### src/rtl/coef_rx_8a12.sv
// coef_rx_8a12 -- UART byte-pair to FIR coefficient loader.
//
// Two UART bytes arrive low byte first. Each pair is packed into one unsigned
// COEF_W-bit coefficient, coef = {hi[3:0], lo[7:0]}. Packed coefficients are
// written in order into a bank of N_COEF registers. A load is armed by
// en_recepcion_i. The FIR reads the bank through a registered port.
//
// Ports:
//   clk_i             system clock, rising edge
//   rst_i             asynchronous reset, active-high
//   en_recepcion_i    load enable from the control block
//   rx_data_i         UART byte
//   rx_valid_i        one strobe per byte (one byte per high cycle)
//   coef_idx_i        FIR read address
//   coef_o            bank[coef_idx_i], one cycle latency
//   c_listo_o         one-cycle pulse per stored coefficient
//   fin_block_coef_o  level, all N_COEF coefficients loaded
//   count_o           coefficients written in the current load
//   err_o             sticky, a high byte carried nonzero bits above the data
module coef_rx_8a12 #(
  parameter int N_COEF = 16,
  parameter int COEF_W = 12,
  parameter int BYTE_W = 8
) (
  input  logic              clk_i,
  input  logic              rst_i,
  input  logic              en_recepcion_i,
  input  logic [BYTE_W-1:0] rx_data_i,
  input  logic              rx_valid_i,
  input  logic [3:0]        coef_idx_i,
  output logic [COEF_W-1:0] coef_o,
  output logic              c_listo_o,
  output logic              fin_block_coef_o,
  output logic [4:0]        count_o,
  output logic              err_o
);

  localparam int         IDX_W  = (N_COEF > 1) ? $clog2(N_COEF) : 1;
  localparam int         HI_W   = COEF_W - BYTE_W;
  localparam logic [4:0] N_LAST = 5'(N_COEF);

  typedef enum logic [1:0] {IDLE, LOW, HIGH, DONE} state_t;

  state_t              state, state_nxt;
  logic [BYTE_W-1:0]   lo_byte;
  logic [COEF_W-1:0]   bank [N_COEF];
  logic [4:0]          count_inc;

  logic load_start, abort, lo_cap, wr, wr_last;

  function automatic logic [COEF_W-1:0] pack_coef(input logic [BYTE_W-1:0] hi,
                                                  input logic [BYTE_W-1:0] lo);
    return {hi[HI_W-1:0], lo};
  endfunction

  // Bits of the high byte that carry no coefficient data must be zero.
  function automatic logic hi_bad(input logic [BYTE_W-1:0] hi);
    return |hi[BYTE_W-1:HI_W];
  endfunction

  assign count_inc  = count_o + 5'd1;
  assign load_start = (state == IDLE) && en_recepcion_i;
  // Dropping the enable mid-load beats a byte arriving in the same cycle.
  assign abort      = ((state == LOW) || (state == HIGH)) && !en_recepcion_i;
  assign lo_cap     = (state == LOW)  && en_recepcion_i && rx_valid_i;
  assign wr         = (state == HIGH) && en_recepcion_i && rx_valid_i;
  assign wr_last    = wr && (count_inc == N_LAST);

  always_ff @(posedge clk_i or posedge rst_i) begin
    if (rst_i) state <= IDLE;
    else       state <= state_nxt;
  end

  always_comb begin
    state_nxt = state;
    case (state)
      IDLE: if (en_recepcion_i) state_nxt = LOW;
      LOW: begin
        if (!en_recepcion_i) state_nxt = IDLE;
        else if (rx_valid_i) state_nxt = HIGH;
      end
      HIGH: begin
        if (!en_recepcion_i) state_nxt = IDLE;
        else if (rx_valid_i) state_nxt = wr_last ? DONE : LOW;
      end
      DONE: if (!en_recepcion_i) state_nxt = IDLE;
      default: state_nxt = IDLE;
    endcase
  end

  always_ff @(posedge clk_i or posedge rst_i) begin
    if (rst_i) begin
      lo_byte          <= '0;
      count_o          <= '0;
      fin_block_coef_o <= 1'b0;
      err_o            <= 1'b0;
      c_listo_o        <= 1'b0;
      coef_o           <= '0;
      for (int i = 0; i < N_COEF; i++) bank[i] <= '0;
    end else begin
      c_listo_o <= wr;
      // Read sees the bank before any write in the same cycle.
      coef_o    <= bank[coef_idx_i[IDX_W-1:0]];
      if (load_start) begin
        count_o          <= '0;
        fin_block_coef_o <= 1'b0;
        err_o            <= 1'b0;
      end
      if (abort) begin
        count_o <= '0;
        lo_byte <= '0;
      end
      if (lo_cap) lo_byte <= rx_data_i;
      if (wr) begin
        bank[count_o[IDX_W-1:0]] <= pack_coef(rx_data_i, lo_byte);
        count_o                  <= count_inc;
        if (hi_bad(rx_data_i)) err_o <= 1'b1;
        if (wr_last) fin_block_coef_o <= 1'b1;
      end
    end
  end

endmodule

### config.mk
export PLATFORM = sky130hd
export DESIGN_NAME = coef_rx_8a12
export DESIGN_NICKNAME = d
export VERILOG_FILES = /design/src/rtl/coef_rx_8a12.sv
export SDC_FILE = /design/constraint.sdc
export NUM_CORES = 1
export LEC_CHECK = 0
export BUFFER_PORTS_ARGS = -buffer_cell sky130_fd_sc_hd__buf_2
export CORE_ASPECT_RATIO = 1.75
export CORE_UTILIZATION = 40
export DETAILED_ROUTE_END_ITERATION = 8
export SYNTH_ARGS = -nofsm -noshare
export SYNTH_HDL_FRONTEND = slang
export SYNTH_SLANG_ARGS = --single-unit
### constraint.sdc
create_clock -name clk_i -period 7.2 [get_ports clk_i]
set_clock_uncertainty 0.05 [all_clocks]
set_input_delay 0.36 -clock clk_i [delete_from_list [all_inputs] [get_ports clk_i]]
set_output_delay 0.36 -clock clk_i [all_outputs]
set_load 0.03 [all_outputs]
==> results of run 1 <==
## cell families after synthesis
family / count (synthesis)
AO/OA/AOI/OAI: 52
XOR/XNOR: 1
adder cells (fa/ha/maj): 9
buffers and inverters: 56
flip-flops: 222
multiplexers: 242
AND/OR/NAND/NOR: 55
## per-layer routing
layer / routed length (um) / part of all wire / track usage
met2: 12100 / 0.52 / 0.331
met1: 9440 / 0.41 / 0.243
met4: 712 / 0.031 / 0.0796
met5: 0 / 0 / 0
met3: 902 / 0.039 / 0.0211
## sequential cells by signal, summed over array words and instances (netlist names)
register	flops
bank	192
coef_o	12
lo_byte	8
count_o	5
state	2
c_listo_o	1
err_o	1
fin_block_coef_o	1
## final cells by class
type,instances,area (um2)
Sequential cell,222,5560
Clock inverter,7,47.5
Clock buffer,30,599
Multi-Input combinational cell,359,4090
Fill cell,2235,13600
Inverter,9,41.3
Timing Repair Buffer,42,230
Tap cell,312,390
## cell usage after synthesis (2+ instances only)
cell      number
a21o_1         2
inv_1          9
ha_1           9
mux2i_1        2
a21oi_1        4
o21ai_0        7
nand2_1       21
buf_6          4
buf_4         14
buf_1          2
mux4_2        48
and2_1         6
dfrtp_1      222
clkbuf_1      19
a22oi_1       24
and3_1         3
mux2_2       182
nand2_2        2
nor3_2         2
a22o_1         9
nor2b_1        2
mux2_4        10
nor2_1         9
buf_2          8
and2_2         2
o211ai_1       2
## worst register-to-register path, delay by kind of cell, from the launching register on
kind,cells,cell delay [ps]
DFF,1,400
and+or+nand+nor,2,1380
muxes,1,430
buffers and inverters,1,120
adders and majority gates,1,260
## through the flow
step	area (um2)	power, mW	hold slack (ps)	setup slack, ps	std cells
6_report	11000	2.79	-56.2	4440	981
5_1_grt	11000	2.91	48.7	4340	981
4_1_cts	11000	2.83	19.4	4420	981
3_5_place_dp	10300	1.76	418	4430	944
3_3_place_gp	10300	1.74	416	4500	944
2_1_floorplan	9950	1.64	424	712	637
## power by group
part / leakage [nW] / internal, mW / switching [mW]
Clock: 0.314 / 0.583 / 0.476
Sequential: 3.08 / 1.32 / 0.133
Combinational: 1.95 / 0.121 / 0.161
## path summary, 6_finish.rpt
kind | startpoint | end | slack, ps | depth (start not counted)
setup / recovery | state[0] | bank[90] | 4440 | 5
hold / removal | rst_i | bank[175] | -60 | 2
setup reg to reg | state[0] | bank[90] | 4440 | 5
hold reg to reg | fin_block_coef_o | fin_block_coef_o | 430 | 1
max in group asynchronous | rst_i | bank[20] | 5340 | 3
min in group clk_i | rx_data_i[5] | lo_byte[5] | 40 | 2
==> out/metrics.yaml, run 1 <==
yosysTopAreaCellShare: 0.558
cts_setup_buffers: 0
drv_slew: 0
mostFrequentLayoutCells: "dfrtp_1, mux2_2, mux4_2"
synth-xor-area-share: 0.000880
clkTransAtPathRegs_ps: 70
viasPerCell: 5.61
yosysWarnings: 0
synth-adder-area-share: 0.0113
grt_max_degree: 132
drv_cap: 0
yosysTopAreaCell: "dfrtp_1"
p_per_area_nw_per_um2: 255
first_global_vias: 6044
setup_tns_ps: 0
seq_area_frac_synth: 0.558
crit_path_start_kind: "flop"
crit_arrival_ps: 3100
path_cells: "inv_1 -> ha_1 -> nand3_2 -> nor3_2 -> mux2_2"
synthesis.nets: 662
cts-hold-fix-buffers: 0
io_pins: 36
synthSimpleGateAreaFrac: 0.0298
synth_top_family_by_area: "multiplexers"
area_growth_syn_to_layout_pct: 10.1
synth_edf_count: 0
htreeDepth: 1
layout_commonest_cell: "dfrtp_1"
timing.final.crit_share: 0.383
first_iter_violations: 281
cts_inserted_buffers: 21
muxShareOfSynthArea: 0.332
slew_headroom: 0.0990
fin_nets: 680
async_flop_share: 1.00
fp.dieW_um: 121
antenna_found_initial: 0
worstSetupPathType: "flop to flop"
clockBufferDepth: 3
hold_viol_final: 28
ys_seq_elements: 222
fin_hold_ws_ps: -56.2
worstPathRequired_ps: 7540
vias: 5499
drive_gt1_frac: 0.483
grtUsageTotal: 0.192
failed_checks: "hold timing"
fmax_mhz: 363
yosys-top-cells-area: "dfrtp_1, mux2_2, mux4_2"
rsz0062_at_grt: "false"
cts-resized-gates: 0
gr-total-overflow: 0
power.leakage_nw: 5.35
initial_utilization: 0.406
syn-mean-instance-area_um2: 15.6
fin_crit_ps: 2760
hold_path.class: "input pin to async pin"
cts_tree: "built"
portBuffers: 35
final_util: 0.447
antenna_cells: 0
synthDistinctLibCells: 39
path_delay_family: "simple AND/OR/NAND/NOR gates"
synth_ff_type: "dfrtp_1"
cts_sinks: 222
dp_hpwl_um: 14900
insertion_delay_ps: 520
num_rows: 76
synth_compound_area_frac: 0.0375
setup_violations: 0
core_area_um2: 24500
critPathMaxFanout: 12
place_congestion: 0.777
synthesis.area_um2: 9950
max_stage_delay_ps: 1120
crit_buf_inv: 1
postRouteWirelength_um: 23100
first_pass_iters: 4
route.detailed.drc: 0
dieArea_um2: 25500
drtAntennaViolNets: 0
wire_per_inst_um: 23.6
worstMarginPinSlew_ps: 1340
synthCells: 637
die_y_um: 211
slowest_stage: "nor3_2"
grt_pass1_wl_um: 36400
cp-end-kind: "flop"
status: "finished with violations"
vdd_drop_max_mv: 0.175
cts-root-buf: "clkbuf_16"
Power figures use the tool's default switching activity.
==> run 2, diff against run 1 <==
- clock period: 7.2 -> 2.45 ns (I/O delays scaled with it)
==> run 2 against run 1 <==
The run now ends clean. Utilization increased by 1.5 points. First-iteration DRC count decreased by 15%. Critical path type unchanged. Register-to-register slack got worse by 4300 ps. Largest power group unchanged. Critical endpoint is now bank[162]. Largest cell class unchanged. Sequential share of layout area decreased by 1.7 points.
==> out/metrics.yaml, run 2 (synthesized netlist as in run 1, its figures left out) <==
status: "finished clean"  # was finished with violations
first_global_vias: 6257  # was 6044
grt_pass1_wl_um: 38100  # was 36400 um
drtAntennaViolNets: 0  # unchanged
worstMarginPinSlew_ps: 922  # was 1340 ps
p_per_area_nw_per_um2: 730  # was 255 nW/um2
fp.dieW_um: 121  # unchanged
route.detailed.drc: 0  # unchanged
clockBufferDepth: 3  # unchanged
hp-start: "rx_data_i[2]"
fin_cells: 1015  # was 981
seq_area_um2: 5560  # unchanged
fin_hold_ws_ps: 32.3  # was -56.2 ps
cts_setup_buffers: 0  # unchanged
wire_per_inst_um: 23.6  # about the same
fillCellCount: 2162  # was 2235
mostFrequentLayoutCells: "dfrtp_1, mux2_2, mux4_2"  # unchanged
drive_gt1_frac: 0.501  # was 0.483
reg_top3: "bank x192, coef_o x12, lo_byte x8"  # unchanged
viasPerCell: 5.60  # was 5.61
core_area_um2: 24500  # unchanged
cts_tree: "built"  # unchanged
antenna_found_initial: 0  # unchanged
first_iter_violations: 238  # was 281
reg2reg_depth: 6  # was 5
rsz0062_at_grt: "true"  # was false
grtUsageTotal: 0.200  # was 0.192
power.leakage_nw: 5.55  # was 5.35 nW
num_rows: 76  # unchanged
critPathMaxFanout: 12  # unchanged
die_y_um: 211  # unchanged
r2r_slack_ps: 140  # was 4440 ps
timing.final.crit_share: 0.944  # was 0.383
fin_crit_ps: 2310  # was 2760 ps
clkTransAtPathRegs_ps: 70  # about the same
hold_viol_final: 0  # was 28
first_pass_iters: 4  # unchanged
dp_hpwl_um: 15700  # was 14900 um
cts-root-buf: "clkbuf_16"  # unchanged
fmax_mhz: 432  # was 363 MHz
r2r_end: "bank[162]"  # was bank[90]
dieArea_um2: 25500  # unchanged
min_to: "lo_byte[2]"
drv_slew: 0  # unchanged
place_congestion: 0.738  # was 0.777
grt_max_degree: 79  # was 132
cp-end-kind: "flop"  # unchanged
gr-total-overflow: 0  # unchanged
worstPathRequired_ps: 2790  # was 7540 ps
io_pins: 36  # unchanged
crit_path_start_kind: "flop"  # unchanged
regMostFlops: "bank"  # unchanged
hold_path.class: "input pin to flop"  # was input pin to async pin
multi_input_area_um2: 4100  # was 4090 um2
cts_inserted_buffers: 21  # unchanged
min_path_cells: 2
drv_cap: 0  # unchanged
fin_nets: 713  # was 680
layout_commonest_cell: "dfrtp_1"  # unchanged
timing.rr.start: "state[0]"  # unchanged
antenna_cells: 0  # unchanged
cts_sinks: 222  # unchanged
vdd_drop_max_mv: 0.652  # was 0.175 mV
dp.cells: 969  # was 944
htreeDepth: 1  # unchanged
initial_utilization: 0.406  # unchanged
largest_register_ffs: 192  # unchanged
vias: 5683  # was 5499
worstSetupPathType: "flop to flop"  # unchanged
portBuffers: 35  # unchanged
setup_violations: 0  # unchanged
area_growth_syn_to_layout_pct: 13.9  # was 10.1%
slew_headroom: 0.385  # was 0.0990
postRouteWirelength_um: 23900  # was 23100 um
total_power_mw: 8.27  # was 2.79 mW
insertion_delay_ps: 520  # about the same
crit_arrival_ps: 2650  # was 3100 ps
run 2: changes by cell type in the layout (fill, tap and decap cells not counted), sizes merged, moves of 3 or more:
cell,previous run,this run
dlygate4sd3,0,8
clkinv,4,8
clkinvlp,2,5
clkbuf,30,24
buf,42,67
run 2: metal layers:
metal,wire length [um],vias to the layer above,GRT usage
met4,932,0,0.0805
met2,12700,124,0.354
li1,-,2449,-
met5,0,-,0
met3,887,43,0.0251
met1,9390,3067,0.246
run 2: how the worst max path moves through the flow:
| stage | end | cells after the start | slack (ps) | from |
|---|---|---|---|---|
| floorplan | bank[0] | 1 | -620 | rst_i |
| global placement | bank[186] | 6 | 200 | state[0] |
| detailed placement | bank[158] | 6 | 80 | state[0] |
| CTS | bank[166] | 6 | 50 | state[0] |
| global route | bank[162] | 6 | -20 | state[0] |
| finish | bank[162] | 6 | 140 | state[0] |
run 2: final cells by class:
type                       count  share of cell area
sequential                   222               0.490
multi-input combinational    359               0.362
timing repair buffer          75              0.0517
clock buffer                  24              0.0483
tap                          312              0.0345
clock inverter                14              0.0103
inverter                       9             0.00331
run 2: what timing repair did:
action                                  4_1_cts  5_1_grt
endpoints found under the setup margin        0       68
endpoints found under the hold margin       231        0
hold buffers                                  8        0
resized for setup                             0        1
run 2: report_power, final:
group	internal, mW	switching [mW]
Sequential	3.88	0.363
Combinational	0.383	0.475
Clock	1.73	1.44
run 2: worst max-delay path: stages (launching register included):
cell and delay [ps]:
dfrtp_1 410, inv_1 120, ha_1 290, nand3_4 200, nor3_4 230, and2_2 480, mux2_2 390
run 2: through the flow:
stage | util | setup slack (ps) | cell area (um2) | TNS, ps
3_5_place_dp | 0.431 | 76.0 | 10600 | 0
4_1_cts | 0.462 | 48.2 | 11300 | 0
5_1_grt | 0.462 | -17.0 | 11300 | -59.5
3_3_place_gp | 0.431 | 203 | 10600 | 0
6_report | 0.462 | 137 | 11300 | 0
2_1_floorplan | - | -619 | 9950 | -137320
==> run 3, diff against run 2 <==
- GPL_ROUTABILITY_DRIVEN: unset -> 0
- REMOVE_ABC_BUFFERS: unset -> 1
- clock period: 2.45 -> 2.7 ns (I/O delays scaled with it)
==> run 3 against run 2 <==
First-iteration DRC count rose by 46%. Sequential share of layout area increased by 0.22 points. Cell area down 0.44%. Sequential power is 8.3% lower. Register-to-register slack gained 230 ps. Total power down 8.5%. Highest routed layer unchanged. Worst hold slack gained 36 ps. Critical path depth increased by 1. Largest power group unchanged. Maximum frequency fell by 1.0%. Via count is 0.97% lower.
==> out/metrics.yaml, run 3 (synthesized netlist as in run 1, its figures left out) <==
status: "finished clean"  # unchanged
gr-total-overflow: 0  # unchanged
cts_inserted_buffers: 21  # unchanged
insertion_delay_ps: 510  # was 520 ps
vias: 5628  # was 5683
io_pins: 36  # unchanged
fin_crit_ps: 2340  # was 2310 ps
fin_nets: 711  # was 713
cp-end-kind: "flop"  # unchanged
clkTransAtPathRegs_ps: 70  # about the same
timing.final.crit_share: 0.866  # was 0.944
wire_per_inst_um: 22.4  # was 23.6 um
largest_register_ffs: 192  # unchanged
grt_pass1_wl_um: 36100  # was 38100 um
slew_headroom: 0.203  # was 0.385
layout_commonest_cell: "dfrtp_1"  # unchanged
grt_max_degree: 94  # was 79
reg_top3: "bank x192, coef_o x12, lo_byte x8"  # unchanged
dp_hpwl_um: 15000  # was 15700 um
fin_cells: 1013  # was 1015
final_util: 0.460  # was 0.462
first_global_vias: 6202  # was 6257
drtAntennaViolNets: 0  # unchanged
dieArea_um2: 25500  # unchanged
fillCellCount: 2148  # was 2162
pre_cts_ws_ps: 383  # was 76.0 ps
cts-root-buf: "clkbuf_16"  # unchanged
p_per_area_nw_per_um2: 670  # was 730 nW/um2
worstSetupPathType: "flop to flop"  # unchanged
cts_tree: "built"  # unchanged
drv_cap: 0  # unchanged
fp.dieW_um: 121  # unchanged
grtUsageTotal: 0.188  # was 0.200
htreeDepth: 1  # unchanged
die_y_um: 211  # unchanged
drive_gt1_frac: 0.495  # was 0.501
setup_violations: 0  # unchanged
worstPathRequired_ps: 3040  # was 2790 ps
finalInstanceArea_um2: 11300  # about the same
vdd_drop_max_mv: 0.377  # was 0.652 mV
num_rows: 76  # unchanged
worstMarginPinSlew_ps: 1190  # was 922 ps
power.leakage_nw: 5.55  # about the same
route.detailed.drc: 0  # unchanged
area_growth_syn_to_layout_pct: 13.4  # was 13.9%
cts_sinks: 222  # unchanged
first_iter_violations: 348  # was 238
drv_slew: 0  # unchanged
critPathMaxFanout: 12  # unchanged
rsz0062_at_grt: "false"  # was true
mostFrequentLayoutCells: "dfrtp_1, mux2_2, mux4_2"  # unchanged
fmax_mhz: 428  # was 432 MHz
antenna_cells: 0  # unchanged
dp.cells: 969  # unchanged
cts_setup_buffers: 0  # unchanged
regMostFlops: "bank"  # unchanged
finalWorstSetupSlack_ps: 363  # was 137 ps
viasPerCell: 5.56  # was 5.60
first_pass_iters: 6  # was 4
hold_viol_final: 0  # unchanged
antenna_found_initial: 0  # unchanged
core_area_um2: 24500  # unchanged
hold_path.class: "input pin to flop"  # unchanged
place_area_um2: 10500  # was 10600 um2
crit_path_start_kind: "flop"  # unchanged
crit_arrival_ps: 2680  # was 2650 ps
clockBufferDepth: 3  # unchanged
initial_utilization: 0.406  # unchanged
portBuffers: 35  # unchanged
postRouteWirelength_um: 22700  # was 23900 um
[run 3: cell types whose count changed in the layout (fill, tap and decap cells not counted)]
| cell | before | now |
|---|---|---|
| clkinv_4 | 2 | 0 |
| nand3_4 | 1 | 0 |
| dlygate4sd3_1 | 8 | 6 |
| clkbuf_8 | 1 | 5 |
| clkbuf_1 | 2 | 7 |
| inv_8 | 0 | 1 |
| clkinvlp_4 | 5 | 0 |
| nand3_2 | 0 | 1 |
| clkinv_2 | 6 | 3 |
| buf_4 | 26 | 29 |
| buf_12 | 7 | 4 |
[run 3: repair_timing]
action | 4_1_cts | 5_1_grt
endpoints found under the hold margin | 96 | 0
endpoints found under the setup margin | 0 | 0
gates resized for setup | 0 | 0
hold buffers | 6 | 0
[run 3: layout make-up]
| type | instances | area, um2 | share of cell area |
|---|---|---|---|
| Sequential cell | 222 | 5560 | 0.492 |
| Multi-Input combinational cell | 359 | 4090 | 0.363 |
| Clock buffer | 33 | 621 | 0.0550 |
| Timing Repair Buffer | 73 | 528 | 0.0468 |
| Tap cell | 312 | 390 | 0.0346 |
| Clock inverter | 5 | 53.8 | 0.00477 |
| Inverter | 9 | 41.3 | 0.00366 |
[run 3: per-layer routing]
layer	global-route usage	up-vias	part of all wire
li1	-	2446	-
met1	0.227	3014	0.39
met2	0.330	125	0.53
met3	0.0208	43	0.033
met4	0.0903	0	0.040
met5	0	-	0
[run 3: power breakdown]
part	internal [mW]	switching, mW	total [mW]
sequential	3.52	0.369	3.89
clock	1.68	1.23	2.91
combinational	0.350	0.415	0.765
total	5.55	2.02	7.56
[run 3: worst max-delay path: stages, from the launching register on]
cell and delay [ps]:
dfrtp_1 410, inv_1 120, ha_1 270, nand3_2 280, inv_1 270, and4_1 210, buf_4 240, mux2_2 370
[run 3: final timing paths]
| kind | cells past startpoint | endpoint | startpoint | slack (ps) |
|---|---|---|---|---|
| worst max-delay path | 7 | bank[32] | state[0] | 360 |
| worst min-delay path | 2 | lo_byte[2] | rx_data_i[2] | 70 |
| worst max register to register | 7 | bank[32] | state[0] | 360 |
| worst min register to register | 1 | fin_block_coef_o | fin_block_coef_o | 440 |
| max in group asynchronous | 4 | bank[70] | rst_i | 1580 |
| min in group asynchronous | 3 | coef_o[2] | rst_i | 210 |
[run 3: metrics by stage]
| step | hold slack [ps] | TNS, ps | power (mW) |
|---|---|---|---|
| 2_1_floorplan | 225 | -790930 | 4.29 |
| 3_3_place_gp | 241 | 0 | 4.67 |
| 3_5_place_dp | 246 | 0 | 4.72 |
| 4_1_cts | 48.7 | 0 | 7.65 |
| 5_1_grt | 73.6 | 0 | 7.85 |
| 6_report | 68.7 | 0 | 7.56 |
